`config.mk`:
```
export PLATFORM = sky130hd
export DESIGN_NAME = dbus_bridge
export DESIGN_NICKNAME = d
export VERILOG_FILES = /design/src/rtl/dbus_bridge_pkg.sv /design/src/rtl/dbus_bridge_timeout.sv /design/src/rtl/dbus_bridge.sv
export SDC_FILE = /design/constraint.sdc
export NUM_CORES = 1
export LEC_CHECK = 0
export BUFFER_PORTS_ARGS = -buffer_cell sky130_fd_sc_hd__buf_2
export CELL_PAD_IN_SITES_DETAIL_PLACEMENT = 0
export CELL_PAD_IN_SITES_GLOBAL_PLACEMENT = 1
export CORE_AREA = 5 5 158 160
export DETAILED_ROUTE_END_ITERATION = 8
export DIE_AREA = 0 0 163 165
export PLACE_DENSITY_LB_ADDON = 0.1
export SETUP_SLACK_MARGIN = 0.15
export SLEW_MARGIN = 20
export SYNTH_ARGS = -nofsm -noshare
export SYNTH_HDL_FRONTEND = slang
export SYNTH_SLANG_ARGS = --single-unit
```
`constraint.sdc`:
```
create_clock -name clk -period 21.7 [get_ports clk]
set_clock_uncertainty 0.1 [all_clocks]
set_input_delay 5.425 -clock clk [delete_from_list [all_inputs] [get_ports clk]]
set_output_delay 5.425 -clock clk [all_outputs]
set_load 0.02 [all_outputs]
```
`src/rtl/dbus_bridge_pkg.sv`:
```
// rtl/dbus_bridge_pkg.sv - shared bus width, FSM state encoding and address helper for dbus_bridge
package dbus_bridge_pkg;

  localparam int DBUS_W      = 64;
  localparam int DBUS_MASK_W = DBUS_W / 8;

  typedef enum logic [1:0] {
    ST_IDLE = 2'd0,
    ST_REQ  = 2'd1,
    ST_RESP = 2'd2,
    ST_DONE = 2'd3
  } dbus_state_e;

  // The bus only ever sees doubleword addresses; byte lanes travel in the mask.
  function automatic logic [DBUS_W-1:0] dword_align(input logic [DBUS_W-1:0] i_addr);
    return {i_addr[DBUS_W-1:3], 3'b000};
  endfunction

endpackage

```
`src/rtl/dbus_bridge_timeout.sv`:
```
// rtl/dbus_bridge_timeout.sv - bus watchdog counter, compiled only when DBUS_TIMEOUT_EN is defined
`ifdef DBUS_TIMEOUT_EN
module dbus_bridge_timeout #(
  parameter int TIMEOUT_CYCLES = 256
) (
  input  logic clk,
  input  logic reset,
  input  logic i_clear,
  input  logic i_run,
  output logic o_expired
);

  localparam int CW = $clog2(TIMEOUT_CYCLES + 1);

  logic [CW-1:0] r_count;

  always_ff @(posedge clk or posedge reset) begin
    if (reset) begin
      r_count <= '0;
    end else if (i_clear) begin
      r_count <= '0;
    end else if (i_run) begin
      r_count <= r_count + 1'b1;
    end
  end

  // Fires in the last allowed REQ/RESP cycle so the FSM leaves on the following edge.
  assign o_expired = i_run && (r_count == CW'(TIMEOUT_CYCLES - 1));

endmodule
`endif

```
`src/rtl/dbus_bridge.sv`:
```
// rtl/dbus_bridge.sv - CPU data port to registered valid/ready SoC bus bridge
module dbus_bridge
  import dbus_bridge_pkg::*;
  #(parameter int TIMEOUT_CYCLES = 256)
(
  input  logic                   clk,
  input  logic                   reset,
  input  logic                   stall_in,
  input  logic                   flush_in,
  input  logic                   data_read_in,
  input  logic                   data_write_in,
  input  logic [DBUS_MASK_W-1:0] data_write_mask_in,
  input  logic [DBUS_W-1:0]      data_address_in,
  input  logic [DBUS_W-1:0]      data_write_value_in,
  output logic [DBUS_W-1:0]      data_read_value_out,
  output logic                   stall_out,
  output logic                   fault_out,
  output logic                   bus_valid_out,
  input  logic                   bus_ready_in,
  output logic                   bus_write_out,
  output logic [DBUS_W-1:0]      bus_address_out,
  output logic [DBUS_W-1:0]      bus_write_value_out,
  output logic [DBUS_MASK_W-1:0] bus_write_mask_out,
  input  logic                   bus_resp_valid_in,
  input  logic [DBUS_W-1:0]      bus_read_value_in
);

  dbus_state_e            r_state;
  logic                   r_valid;
  logic                   r_write;
  logic [DBUS_W-1:0]      r_addr;
  logic [DBUS_W-1:0]      r_wdata;
  logic [DBUS_MASK_W-1:0] r_mask;
  logic [DBUS_W-1:0]      r_rdata;

  logic w_wr;
  logic w_req;
  logic w_issue;

  // A write with no enabled bytes is a no-op; write takes priority over read.
  assign w_wr    = data_write_in && (|data_write_mask_in);
  assign w_req   = (data_read_in || w_wr) && !flush_in;
  assign w_issue = (r_state == ST_IDLE) && w_req;

  assign stall_out = w_issue || (r_state == ST_REQ) || (r_state == ST_RESP);

`ifdef DBUS_TIMEOUT_EN
  logic r_fault;
  logic w_expired;

  dbus_bridge_timeout #(
    .TIMEOUT_CYCLES(TIMEOUT_CYCLES)
  ) u_timeout (
    .clk      (clk),
    .reset    (reset),
    .i_clear  (w_issue),
    .i_run    ((r_state == ST_REQ) || (r_state == ST_RESP)),
    .o_expired(w_expired)
  );

  assign fault_out = r_fault;
`else
  assign fault_out = 1'b0;
`endif

  always_ff @(posedge clk or posedge reset) begin
    if (reset) begin
      r_state <= ST_IDLE;
      r_valid <= 1'b0;
      r_write <= 1'b0;
      r_addr  <= '0;
      r_wdata <= '0;
      r_mask  <= '0;
      r_rdata <= '0;
`ifdef DBUS_TIMEOUT_EN
      r_fault <= 1'b0;
`endif
    end else begin
`ifdef DBUS_TIMEOUT_EN
      r_fault <= 1'b0;
`endif
      case (r_state)
        ST_IDLE: begin
          if (w_req) begin
            r_addr  <= dword_align(data_address_in);
            r_write <= w_wr;
            r_mask  <= w_wr ? data_write_mask_in : '0;
            r_wdata <= w_wr ? data_write_value_in : '0;
            r_valid <= 1'b1;
            r_state <= ST_REQ;
          end
        end
        ST_REQ: begin
          if (bus_ready_in) begin
            r_valid <= 1'b0;
            r_state <= r_write ? ST_DONE : ST_RESP;
          end
`ifdef DBUS_TIMEOUT_EN
          else if (w_expired) begin
            r_fault <= 1'b1;
            r_valid <= 1'b0;
            r_rdata <= '0;
            r_state <= ST_DONE;
          end
`endif
        end
        ST_RESP: begin
          if (bus_resp_valid_in) begin
            r_rdata <= bus_read_value_in;
            r_state <= ST_DONE;
          end
`ifdef DBUS_TIMEOUT_EN
          else if (w_expired) begin
            r_fault <= 1'b1;
            r_rdata <= '0;
            r_state <= ST_DONE;
          end
`endif
        end
        ST_DONE: begin
          // Holding here while the pipeline is stalled elsewhere keeps the request from reissuing.
          if (!stall_in) begin
            r_state <= ST_IDLE;
          end
        end
      endcase
    end
  end

  assign data_read_value_out = r_rdata;
  assign bus_valid_out       = r_valid;
  assign bus_write_out       = r_write;
  assign bus_address_out     = r_addr;
  assign bus_write_value_out = r_wdata;
  assign bus_write_mask_out  = r_mask;

endmodule

```
Word-level counts from Yosys, hierarchy flattened
Index checks and enable logic that the tools add are counted.
Cells by class
  eq/ne operators: 7
  muxes and demuxes: 11
  reduce and logical (&&, ||, !) cells: 14
Operators with widths (number)
  two-way mux 64 bit: 1
  two-way mux 2 bit: 4
  two-way mux 8 bit: 1
  inequality test 2 bit, second input constant: 4
  one-hot mux 2 bit (4 select lines): 1
  OR reduction 8 bit: 1
  == test 2 bit, second input constant: 2
  AND reduction 2 bit: 2
  AND reduction 4 bit: 1
  logical AND 1 bit: 3
  logical OR 1 bit: 3
  two-way mux 1 bit: 3
  AND reduction 3 bit: 1
  == test 2 x 1 -> 1 bit, second input constant: 1
  zero test 2 bit: 1
  one-hot mux 1 bit (2 select lines): 1
  nonzero test 2 bit: 1
  zero test 1 bit: 1
Word-level totals
  register bits: 201
  input port bits: 208
  output and inout port bits: 204
  logic and storage cells: 39

Logic depth before layout (Yosys ltp)
  word-level depth: 7
  depth in mapped cells: 7
  depth with buffers taken out: 5

Worst setup path before layout
No wires, ideal clock.
  path kind: in2out
  from: in data_write_mask_in[0]
  to: out stall_out
  data arrival time: 6638 ps
  data required time: 16175 ps
  setup slack: 9537 ps
  cell stages on the path: 6
  buffers on the path: 2
  cells stage by stage: nor4_1 > a21boi_1 > o21ai_2 > buf_4 > buf_4 > nand2_1
On the way
  longest elaborated chain between the ends: 7
Ends and longest elaborated chain
  start: declaration: RTL line dbus_bridge.sv:12  | input logic [DBUS_MASK_W-1:0] data_write_mask_in,
  OR reduction 8 bit: RTL line dbus_bridge.sv:41  | assign w_wr = data_write_in && (|data_write_mask_in);
  logical AND 1 bit: RTL line dbus_bridge.sv:41
  logical OR 1 bit: RTL line dbus_bridge.sv:42  | assign w_req = (data_read_in || w_wr) && !flush_in;
  logical AND 1 bit: RTL line dbus_bridge.sv:42
  logical AND 1 bit: RTL line dbus_bridge.sv:43  | assign w_issue = (r_state == ST_IDLE) && w_req;
  logical OR 1 bit (2 in a row): RTL line dbus_bridge.sv:45  | assign stall_out = w_issue || (r_state == ST_REQ) || (r_state == ST_RESP);
  end: declaration: RTL line dbus_bridge.sv:16  | output logic stall_out,
No other way between the ends.

Final worst setup path
  from: in data_write_mask_in[7]
  to: out stall_out
The elaborated chain is that of the path after synthesis.

==> key figures <==
Logic synthesis
  – Post-synth top cells: dfrtp_1, mux2_2, a22o_1, buf_4, clkbuf_1
  – Main combinational cell family by area after synthesis: multiplexers
  – Count leader, synth: dfrtp_1
  – Post-synth ARST share: 1.00
  – Post-Syn Area: 7510 um^2
  – Sequential cell area fraction in the yosys report: 0.669
  – Post-Synth Simple-Gate Area: 0.00749
  – Yosys cell types: 27
  – Post-synth top area cell: dfrtp_1
  – Number of flops mapped to enable cells by yosys: 0
  – Top cell type's share of synthesized area: 0.669
  – Mapped Cells: 468
  – Multiplexer share of the synthesized area: 0.189
  – Synth top area cells: dfrtp_1, mux2_2, a22o_1
  – Post-Synth Adder-Cell Area: 0.00833
  – XOR/XNOR Fraction of Synth Area: 0
  – Avg Cell Area, Syn: 16.1 um^2
  – Synth Area in Compound Gates: 0.0971
  – Ys flop type: dfrtp_1
  – Synth Warn #: 0
  – Synthesized flop and latch total: 201

Global routing
  – Vias in the first global route: 5983
  – Most Crowded Layer GR: met2
  – Grt ovf: 0
  – M3 GR Usage: 0.0634
  – First-pass GRT wire length: 34.0 mm
  – Total GRT Usage: 0.161
  – Met1 Use GR: 0.181
  – Initial antenna violation count: 8
  – Largest net degree at the start of global routing: 138
  – Met2 global-route usage: 0.278

Drt
  – DR WL/cell: 18.9 um
  – Routed Antenna Nets: 0
  – DRC Markers: 0
  – Routed wire length: 22.9 mm
  – Via count: 5489
  – 1st-pass router iterations: 4
  – Initial drt markers: 247
  – Post-DR vias/cell: 4.55

Critical path
  – Worst R2R Path Depth: 7
  – Start point of the critical path: data_write_mask_in[7]
  – Crit Path Class: in2out
  – Worst stage delay on the critical path: 550 ps
  – Data required, critical path: 16180 ps
  – CP cell instances: buf_2, nor4_1, a21boi_1, o21ai_4, nand2_1, buf_2
  – Critical path endpoint: stall_out
  – Slowest CP cell: nor4_1
  – R2r setup slk: 18570 ps
  – Most used cell, CP: buf_2
  – Reg2reg start: r_state[0]
  – Worst r2r dst: bus_address_out[63]
  – CP Capture Type: primary output
  – Worst EP arrival: 6740 ps
  – Critical path launch point type: primary input
  – Critical Path Fanout Max: 3

CTS
  – Root Buffer: clkbuf_16
  – Clk Latency, worst-skew pair: 490 ps
  – Hold_buf cts: 0
  – Clock sink count: 201
  – H-tree levels: 1
  – Clock transition at the registers of the reported paths: 50 ps
  – Post-CTS Setup Repair Bufs: 0
  – Number of CTS-inserted buffers: 23
  – CTS resizes: 0
  – Clock Path Buffers: 3
  – CTS tree: done

STA
  – Slew margin rel.: 0.371
  – Setup_tns: 0 ps
  – Fin. Hold Viols: 0
  – RSZ-0062 raised after global routing: false
  – Tcrit/Tclk final: 0.565
  – Minimum clock period: 12260 ps
  – Final setup fails: 0
  – Max Slew Vio Count: 0
  – Fmax: 0.0816 GHz
  – Slew @ Worst Pin: 943 ps

Pwr
  – Internal cell power: 1100 uW
  – Overall power: 1790 uW
  – Sequential share of power: 0.368
  – Sw Share: 0.389
  – Peak supply drop: 0.0715 mV
  – Leak pwr: 0.00549 uW
  – Switch Pwr: 697 uW
  – Clk pwr share: 0.200
  – PD cells: 171 nW/um^2
  – Comb pwr share: 0.432

Cells and area
  – Area Growth Syn to Fin: 39.8%
  – Finished Layout Cells: 1207
  – Post-layout util: 0.452
  – Proportion of layout cells with a drive suffix above 1: 0.641
  – Design area: 10500 um^2
  – Nets: 1086

Placement
  – Post-DP HPWL: 17.1 mm
  – RD Place Congestion: 0.765
  – Placed Area: 9810 um^2
  – I/O Buffers: 404
  – Placed cell count: 1167

Floorplanning
  – Die Span Y: 165 um
  – Row count: 56
  – Io pins: 412
  – CORE AREA: 23300 um^2
  – Die X: 163 um
  – Full die area: 26900 um^2
  – Initial Util: 0.323

Run status
  – Status: finished, final reports clean

Job
  – Max-cap violation count: 0

Hold path
  – Hold Path Cell Cnt: 1
  – HP Class: reg2reg
-- registers in the layout (all words and copies together) (netlist names) --
name / count
bus_write_mask_out: 8
bus_write_out: 1
bus_valid_out: 1
r_state: 2
data_read_value_out: 64
bus_address_out: 61
bus_write_value_out: 64
-- cell type report --
type	instances	area [um^2]
Fill cell	2204	12800
Sequential cell	201	5030
Multi-Input combinational cell	232	2290
Timing Repair Buffer	409	2060
Clock buffer	30	632
Tap cell	319	399
Clock inverter	6	55.1
Inverter	6	30.0
Antenna cell	4	10.0
-- layer usage --
layer,vias to the layer above,part of all wire
met5,-,0.0021
met1,2647,0.36
met2,278,0.50
met4,8,0.034
li1,2507,-
met3,49,0.11
-- how the worst min path moves through the flow --
stage                       startpoint                       to  slack, ps
6_report           bus_address_out[61]      bus_address_out[61]        390
5_1_grt            bus_address_out[61]      bus_address_out[61]        400
4_1_cts            bus_address_out[61]      bus_address_out[61]        390
3_5_place_dp   bus_write_value_out[52]  bus_write_value_out[52]        380
3_3_place_gp       bus_address_out[61]      bus_address_out[61]        370
2_1_floorplan               r_state[1]               r_state[1]        450
-- power groups by stage --
stage	Combinational, uW	Sequential (uW)	Clock (uW)
final	775	660	358
after global routing	830	683	386
after CTS	793	660	372
after detailed placement	791	662	0
after global placement	782	656	0
after floorplan	251	900	0
-- cell usage in the layout (no fill, tap or decap), drive strengths merged --
cell type / n
nand2: 3
nand2b: 1
a211oi: 1
a21oi: 2
and2: 1
conb: 4
dfrtp: 201
a222oi: 1
nor4: 2
a21o: 1
o2bb2ai: 1
diode: 4
o21bai: 1
nor2: 1
o21ai: 5
clkinv: 5
clkbuf: 30
inv: 6
nor3: 2
ha: 5
a22o: 72
o2111a: 1
bufinv: 1
mux2: 126
a21boi: 1
nor2b: 1
buf: 409
-- logic make-up (layout without fill, tap and decap cells) --
logic type,count (synthesis),after routing
flops,201,201
mux,126,126
compound gates,86,86
buf+inv,38,451
simple gates,11,11
fa+ha+maj,5,5
other cells,1,8
-- through the flow --
stage	hold slack, ps	setup WS, ps
2_1_floorplan	449	9540
3_3_place_gp	373	9480
3_5_place_dp	376	9450
4_1_cts	390	9440
5_1_grt	404	9350
6_report	385	9440
-- critical path, delay by kind of cell --
| kind | cells | cell delay [ps] |
|---|---|---|
| AND/OR/NAND/NOR | 2 | 610 |
| AO/OA/AOI/OAI | 2 | 430 |
| buffers and inverters | 2 | 260 |
(Power assumes the default switching activity.)
